`src/rtl/hazard_ctrl.sv`:
```
// Pipeline hazard controller: turns load-use, taken-branch and data-memory wait
// conditions into per-stage hold/bubble controls, plus stall statistics and a timeout flag.
module hazard_ctrl #(
    parameter int TIMEOUT = 255
) (
    input  logic        clk,
    input  logic        rst,
    input  logic [3:0]  id_rs_addr,
    input  logic [3:0]  id_rt_addr,
    input  logic        id_uses_rs,
    input  logic        id_uses_rt,
    input  logic        ex_mem_read,
    input  logic [3:0]  ex_rd_addr,
    input  logic        ex_WriteReg,
    input  logic        ex_branch_taken,
    input  logic        mem_req,
    input  logic        mem_ready,
    output logic        pc_stall_n,
    output logic        if_id_stall_n,
    output logic        id_ex_stall_n,
    output logic        ex_mem_stall_n,
    output logic        mem_wb_stall_n,
    output logic        if_id_flush,
    output logic        id_ex_flush,
    output logic [15:0] stall_cycles,
    output logic        mem_timeout
);

    typedef enum logic {
        ST_RUN      = 1'b0,
        ST_MEM_WAIT = 1'b1
    } state_t;

    localparam logic [15:0] WAIT_LAST = 16'(TIMEOUT - 1);

    state_t      r_state;
    state_t      w_state_nxt;
    logic [15:0] r_wait_cnt;
    logic [15:0] r_stall_cycles;
    logic        r_mem_timeout;

    logic w_mem_busy;
    logic w_lu_hit;
    logic w_freeze;
    logic w_pc_stall_n;
    logic w_if_id_stall_n;
    logic w_id_ex_stall_n;
    logic w_ex_mem_stall_n;
    logic w_mem_wb_stall_n;
    logic w_if_id_flush;
    logic w_id_ex_flush;

    assign w_mem_busy = mem_req & ~mem_ready;
    assign w_lu_hit   = ex_mem_read & ex_WriteReg & (ex_rd_addr != 4'd0) &
                        ((id_uses_rs & (id_rs_addr == ex_rd_addr)) |
                         (id_uses_rt & (id_rt_addr == ex_rd_addr)));
    assign w_freeze   = (r_state == ST_MEM_WAIT) | w_mem_busy;

    // Next-state logic for the memory-wait FSM
    always_comb begin
        w_state_nxt = r_state;
        case (r_state)
            ST_RUN: begin
                if (w_mem_busy) w_state_nxt = ST_MEM_WAIT;
                else            w_state_nxt = ST_RUN;
            end
            ST_MEM_WAIT: begin
                if (mem_ready) w_state_nxt = ST_RUN;
                else           w_state_nxt = ST_MEM_WAIT;
            end
            default: w_state_nxt = ST_RUN;
        endcase
    end

    // Stage hold/bubble decode; freeze outranks branch, branch outranks load-use
    always_comb begin
        w_pc_stall_n     = 1'b1;
        w_if_id_stall_n  = 1'b1;
        w_id_ex_stall_n  = 1'b1;
        w_ex_mem_stall_n = 1'b1;
        w_mem_wb_stall_n = 1'b1;
        w_if_id_flush    = 1'b0;
        w_id_ex_flush    = 1'b0;
        if (w_freeze) begin
            w_pc_stall_n     = 1'b0;
            w_if_id_stall_n  = 1'b0;
            w_id_ex_stall_n  = 1'b0;
            w_ex_mem_stall_n = 1'b0;
            w_mem_wb_stall_n = 1'b0;
        end else if (ex_branch_taken) begin
            w_if_id_flush = 1'b1;
            w_id_ex_flush = 1'b1;
        end else if (w_lu_hit) begin
            // One-cycle bubble; the load reaches MEM next cycle and forwards to EX
            w_pc_stall_n    = 1'b0;
            w_if_id_stall_n = 1'b0;
            w_id_ex_flush   = 1'b1;
        end else begin
            w_pc_stall_n = 1'b1;
        end
    end

    // FSM state register
    always_ff @(posedge clk or posedge rst) begin
        if (rst) r_state <= ST_RUN;
        else     r_state <= w_state_nxt;
    end

    // Wait counter and sticky timeout; the FSM keeps waiting after a timeout
    always_ff @(posedge clk or posedge rst) begin
        if (rst) begin
            r_wait_cnt    <= 16'd0;
            r_mem_timeout <= 1'b0;
        end else if (r_state == ST_MEM_WAIT) begin
            if (r_wait_cnt != 16'hFFFF) r_wait_cnt <= r_wait_cnt + 16'd1;
            else                        r_wait_cnt <= r_wait_cnt;
            if (r_wait_cnt >= WAIT_LAST) r_mem_timeout <= 1'b1;
            else                         r_mem_timeout <= r_mem_timeout;
        end else begin
            r_wait_cnt    <= 16'd0;
            r_mem_timeout <= r_mem_timeout;
        end
    end

    // Saturating count of PC-hold cycles
    always_ff @(posedge clk or posedge rst) begin
        if (rst)                                         r_stall_cycles <= 16'd0;
        else if (!w_pc_stall_n && r_stall_cycles != 16'hFFFF) r_stall_cycles <= r_stall_cycles + 16'd1;
        else                                             r_stall_cycles <= r_stall_cycles;
    end

    assign pc_stall_n     = w_pc_stall_n;
    assign if_id_stall_n  = w_if_id_stall_n;
    assign id_ex_stall_n  = w_id_ex_stall_n;
    assign ex_mem_stall_n = w_ex_mem_stall_n;
    assign mem_wb_stall_n = w_mem_wb_stall_n;
    assign if_id_flush    = w_if_id_flush;
    assign id_ex_flush    = w_id_ex_flush;
    assign stall_cycles   = r_stall_cycles;
    assign mem_timeout    = r_mem_timeout;

endmodule
```
`config.mk`:
```
export PLATFORM = sky130hd
export DESIGN_NAME = hazard_ctrl
export DESIGN_NICKNAME = d
export VERILOG_FILES = /design/src/rtl/hazard_ctrl.sv
export SDC_FILE = /design/constraint.sdc
export NUM_CORES = 1
export LEC_CHECK = 0
export ABC_CLOCK_PERIOD_IN_PS = 3600
export BUFFER_PORTS_ARGS = -buffer_cell sky130_fd_sc_hd__buf_2
export CAP_MARGIN = 20
export CORE_MARGIN = 2
export CORE_UTILIZATION = 40
export CTS_BUF_LIST = sky130_fd_sc_hd__clkbuf_4 sky130_fd_sc_hd__clkbuf_8
export DETAILED_ROUTE_END_ITERATION = 7
export GPL_TIMING_DRIVEN = 0
export PLACE_DENSITY = 0.68
export SLEW_MARGIN = 15
export SYNTH_ARGS = -nofsm -noshare
export SYNTH_HDL_FRONTEND = slang
export SYNTH_SLANG_ARGS = --single-unit
```
`constraint.sdc`:
```
create_clock -name clk -period 3.6 [get_ports clk]
set_input_delay 0 -clock clk [delete_from_list [all_inputs] [get_ports clk]]
set_output_delay 0 -clock clk [all_outputs]
set_load 0.01 [all_outputs]
```
# Word level (Yosys, flattened, before mapping)
# Index checks and enable logic that the tools add are counted.
[word_totals]
register_bits = 34
inputBits = 21
output_inout_bits = 24
[op_classes]
addsub = 2
order_cmp = 1
n_eq_ne = 5
n_mux = 14
n_bitwise = 10
n_reduce_logical = 4
[ops]
columns = ["cell", "count"]
rows = [
  ["$add A16 B1 Y16 const B", 2],
  ["$mux W16", 2],
  ["$ne A16 B16 Y1 const B", 2],
  ["$ge A16 B8 Y1 const B", 1],
  ["$mux W1", 11],
  ["$eq A4 B4 Y1", 2],
  ["$and A1 B1 Y1", 6],
  ["$reduce_bool A4 Y1", 1],
  ["$ne A2 B1 Y1 const B", 1],
  ["$not A1 Y1", 2],
  ["$or A1 B1 Y1", 2],
  ["$pmux W1 S2", 1],
  ["$reduce_and A2 Y1", 1],
  ["$logic_and A1 B1 Y1", 1],
  ["$logic_not A1 Y1", 1],
]

# Longest topological paths before layout
[logic_depth]
ltp_word = 9
mapped_depth = 8

# Worst setup path before layout
# Ideal clock, no wire load.
[synth_timing]
path_kind = "flip-flop to flip-flop"
startpoint = "reg r_stall_cycles[0], in the netlist stall_cycles[0]"
endpoint = "reg r_stall_cycles[1], in the netlist stall_cycles[1]"
setup_ps = 128
arrival_time_ps = 1888
setup_slack_ps = 1584
stages_incl_launch_ff = 7
period_less_slack_ps = 2016
path_cell_list = "dfrtp_1 ha_1 nand2_1 or3_4 or3_4 o21ai_4 mux2_1"
[synth_via]
elab_chain_cells = 2
word_cells_on_any_way = 3
classes_between = "1 x add/sub; 1 x eq/ne; 1 x reduce/logical"
[synth_lines]
columns = ["element", "line_no", "source"]
rows = [
  ["from (decl)", "39", "logic [15:0] r_stall_cycles;"],
  ["from (signal assigned)", "128", "else if (!w_pc_stall_n && r_stall_cycles != 16'hFFFF) r_stall_cycles <= r_stall_cycles + 16'd1;"],
  ["from (signal assigned)", "129", "else r_stall_cycles <= r_stall_cycles;"],
  ["parallel branches: the longest is 2 deep, another holds $add A16 B1 Y16", "n/a", ""],
]
# Parallel ways; which one is timed is not known.
# A chain may end at the register's enable or synchronous reset.

# Worst setup path after layout
# Same ends and word-level chain as after synthesis.

==> results.sh <==
export IMPL_crit_top_cell="or3_4"
export IMPL_synthArstFlopShare_pct=100.0
export IMPL_wl_mm=4.179
export IMPL_dr_first_iter_drc_count=50
export IMPL_nets=278
export IMPL_reg2reg_setup_slack_ns=1.49
export IMPL_die_x_um=74.79
export IMPL_r2r_end="stall_cycles[1]"
export IMPL_critical_path_class="flop to flop"
export IMPL_clock_path_buffers=2
export IMPL_critPathBufInv=0
export IMPL_skew_ns=0.005712
export IMPL_grt_pass1_wl_mm=7.072
export IMPL_rr_worst_depth=6
export IMPL_mostFrequentLayoutCell="buf_2"
export IMPL_setup_viol=0
export IMPL_fp_row_count=25
export IMPL_core_mm2=0.004786
export IMPL_place_area_mm2=0.002308
export IMPL_regToRegStartpoint="stall_cycles[0]"
export IMPL_hold_class="input pin to flop"
export IMPL_max_freq_mhz=474.2
export IMPL_diodes=0
export IMPL_crit_path_max_fanout=5
export IMPL_power_density_mw_per_mm2=420.8
export IMPL_required_ns=3.78
export IMPL_crit_path_max_incr_delay_ns=0.43
export IMPL_period_minus_slack_ns=2.109
export IMPL_critical_path_slowest_cell="dfrtp_1"
export IMPL_end_kind="flop"
export IMPL_run_status="completed"
export IMPL_fillers=450
export IMPL_dpl_hpwl_mm=3.074
export IMPL_grt_pass1_vias=1617
export IMPL_final_setup_tns_ns=0
export IMPL_start_util_pct=41.88
export IMPL_critPathLaunchType="flop"
export IMPL_clkTransAtPathRegs_ns=0.07
export IMPL_finalCritPeriodShare_pct=58.58
export IMPL_die_area_mm2=0.005594
export IMPL_drv_cap=0
export IMPL_port_buffer_count=44
export IMPL_rsz0062_at_grt="no"
export IMPL_io_pin_count=45
export IMPL_maxSlewHeadroom_pct=52.12
export IMPL_overflow=0
export IMPL_synth_area_mm2=0.002004
export IMPL_root_buffer="clkbuf_8"
export IMPL_tightest_slew_ns=0.7171
export IMPL_finalPower_uw=1024
export IMPL_final_util_pct=50.85
export IMPL_vdd_drop_max_mv=0.3244
export IMPL_synth_edf_count=0
export IMPL_synth_sequential_area_ratio_pct=42.45
export IMPL_cts_tree="built"
export IMPL_worst_path_stages=6
export IMPL_postRouteAntennaNets=0
export IMPL_cts_sinks=34
export IMPL_mostFrequentLayoutCells="buf_2 (45), dfrtp_1 (34), nor2_1 (18)"
export IMPL_layout_drive_gt1_share_pct=28.24
export IMPL_crit_end="stall_cycles[1]"
export IMPL_ctsResizeCount=0
export IMPL_worst_setup_path_startpoint="stall_cycles[0]"
export IMPL_leakage_uw=0.001204
export IMPL_dr_pass1_iters=4
export IMPL_final_cell_area_mm2=0.002434
export IMPL_grt_max_degree=35
export IMPL_hold_viol=0
export IMPL_finalWeightedCongestion=0.7557
export IMPL_grt_usage_pct=16.40
export IMPL_die_h_um=74.79
export IMPL_yosysWarnings=0
export IMPL_syn_nets=224
export IMPL_cts_htree_levels=2
export IMPL_worstSkewPairLatency_ns=0.29
export IMPL_antenna_found_initial=0
export IMPL_hold_depth=4
export IMPL_worstPathCellList="ha_1 > nand2_1 > or3_4 > or3_4 > o21ai_4 > mux2_1"
export IMPL_drc=0
export IMPL_final_max_slew_viol_count=0
export IMPL_syn_area_per_cell_um2=10.02
export IMPL_path_delay_family="simple AND/OR/NAND/NOR gates"
export IMPL_vias=1654
export IMPL_area_delta_synth_final_pct=21.41
export IMPL_worstPathArrival_ns=2.29
export IMPL_ys_seq_elements=34
export IMPL_avgRoutedWirePerCell_um=12.98
export IMPL_synthCells=200
export IMPL_viasPerCell=5.137
export IMPL_cts_buffers=5
export IMPL_ys_types=45
export IMPL_synth_ff_type="dfrtp_1"
## area by class of cell
cell class / instances / area, µm² / share of cell area (%)
well taps: 67 / 83.83 / 3.445
clock buffers: 7 / 90.09 / 3.702
multi-input cells: 151 / 1077 / 44.27
plain buffers: 8 / 50.05 / 2.057
flip-flops and latches: 34 / 850.8 / 34.96
clock inverters: 1 / 5.005 / 0.2057
repair buffers: 47 / 250.2 / 10.28
inverters: 7 / 26.28 / 1.080
## cells by family (layout without fill, tap and decap cells)
kind of cell    count (synthesis)  in the layout  synth area share, %
simple gates                   86             86                24.97
flops                          34             34                42.45
compound gates                 30             30                12.42
xor+xnor                       28             28                12.23
buf+inv                        15             70                3.808
mux                             4              4                2.247
fa+ha+maj                       3              3                1.873
## cells in the mapped netlist (all sizes together), types with 2 or more instances
cell type  number  area share, %
o21ai           5            1.8
inv             7            1.3
nor3            7            2.2
nor2           18            3.4
nand2          14            2.6
mux2            4            2.2
and3            4            1.2
dfrtp          34             42
buf             5            1.9
o211ai          7            2.6
ha              3            1.9
clkbuf          3           0.56
a21oi           2            1.1
xnor2          15            6.6
nand3          11            2.7
nand4           9            3.9
or3             3            1.4
nor4            4            1.6
and2           11            3.4
o211a           3            1.5
a21o            2           0.75
o2111ai         4            1.7
xor2           13            5.7
## tightest hold or removal path, stage by stage
cell	delay, ns
buf_2	0.12
a21oi_4	0.07
o21ai_4	0.18
xnor2_1	0.06
## metrics by stage
step / std cells / setup slack, ns / hold slack (ns)
global route: 322 / 1.383 / 0.2042
finish: 322 / 1.491 / 0.1758
CTS: 322 / 1.488 / 0.1607
global placement: 311 / 1.518 / 0.1690
detailed placement: 311 / 1.504 / 0.1729
floorplan: 200 / 1.584 / 0.06641
## registers in the layout, summed over array words and instances (netlist names)
register and cells:
mem_timeout 1, r_state 1, r_wait_cnt 16, stall_cycles 16
## routing by layer
metal	global-route usage (%)	up-vias	wire length (µm)
li1	-	817	-
met1	19.56	793	1862
met2	28.52	39	2087
met3	4.284	5	174
met4	5.952	0	55
met5	0	-	0
## how the worst min path moves through the flow
stage | startpoint | end | slack [ns]
after floorplan | mem_ready | r_state | 0.07
after global placement | mem_ready | r_state | 0.17
after detailed placement | rst | r_wait_cnt[13] | 0.17
after CTS | ex_branch_taken | stall_cycles[0] | 0.16
after global routing | ex_branch_taken | stall_cycles[0] | 0.20
final | ex_branch_taken | stall_cycles[0] | 0.18
## power by group
part           switching, µW  internal [µW]
Sequential              59.8            425
Clock                    147            162
Combinational            118            112
Total                    325            699
## what timing repair did
item | CTS | global route
hold buffers | 3 | 0
setup buffers | 0 | 0
hold endpoints to repair | 35 | 0
Power figures use the tool's default switching activity.
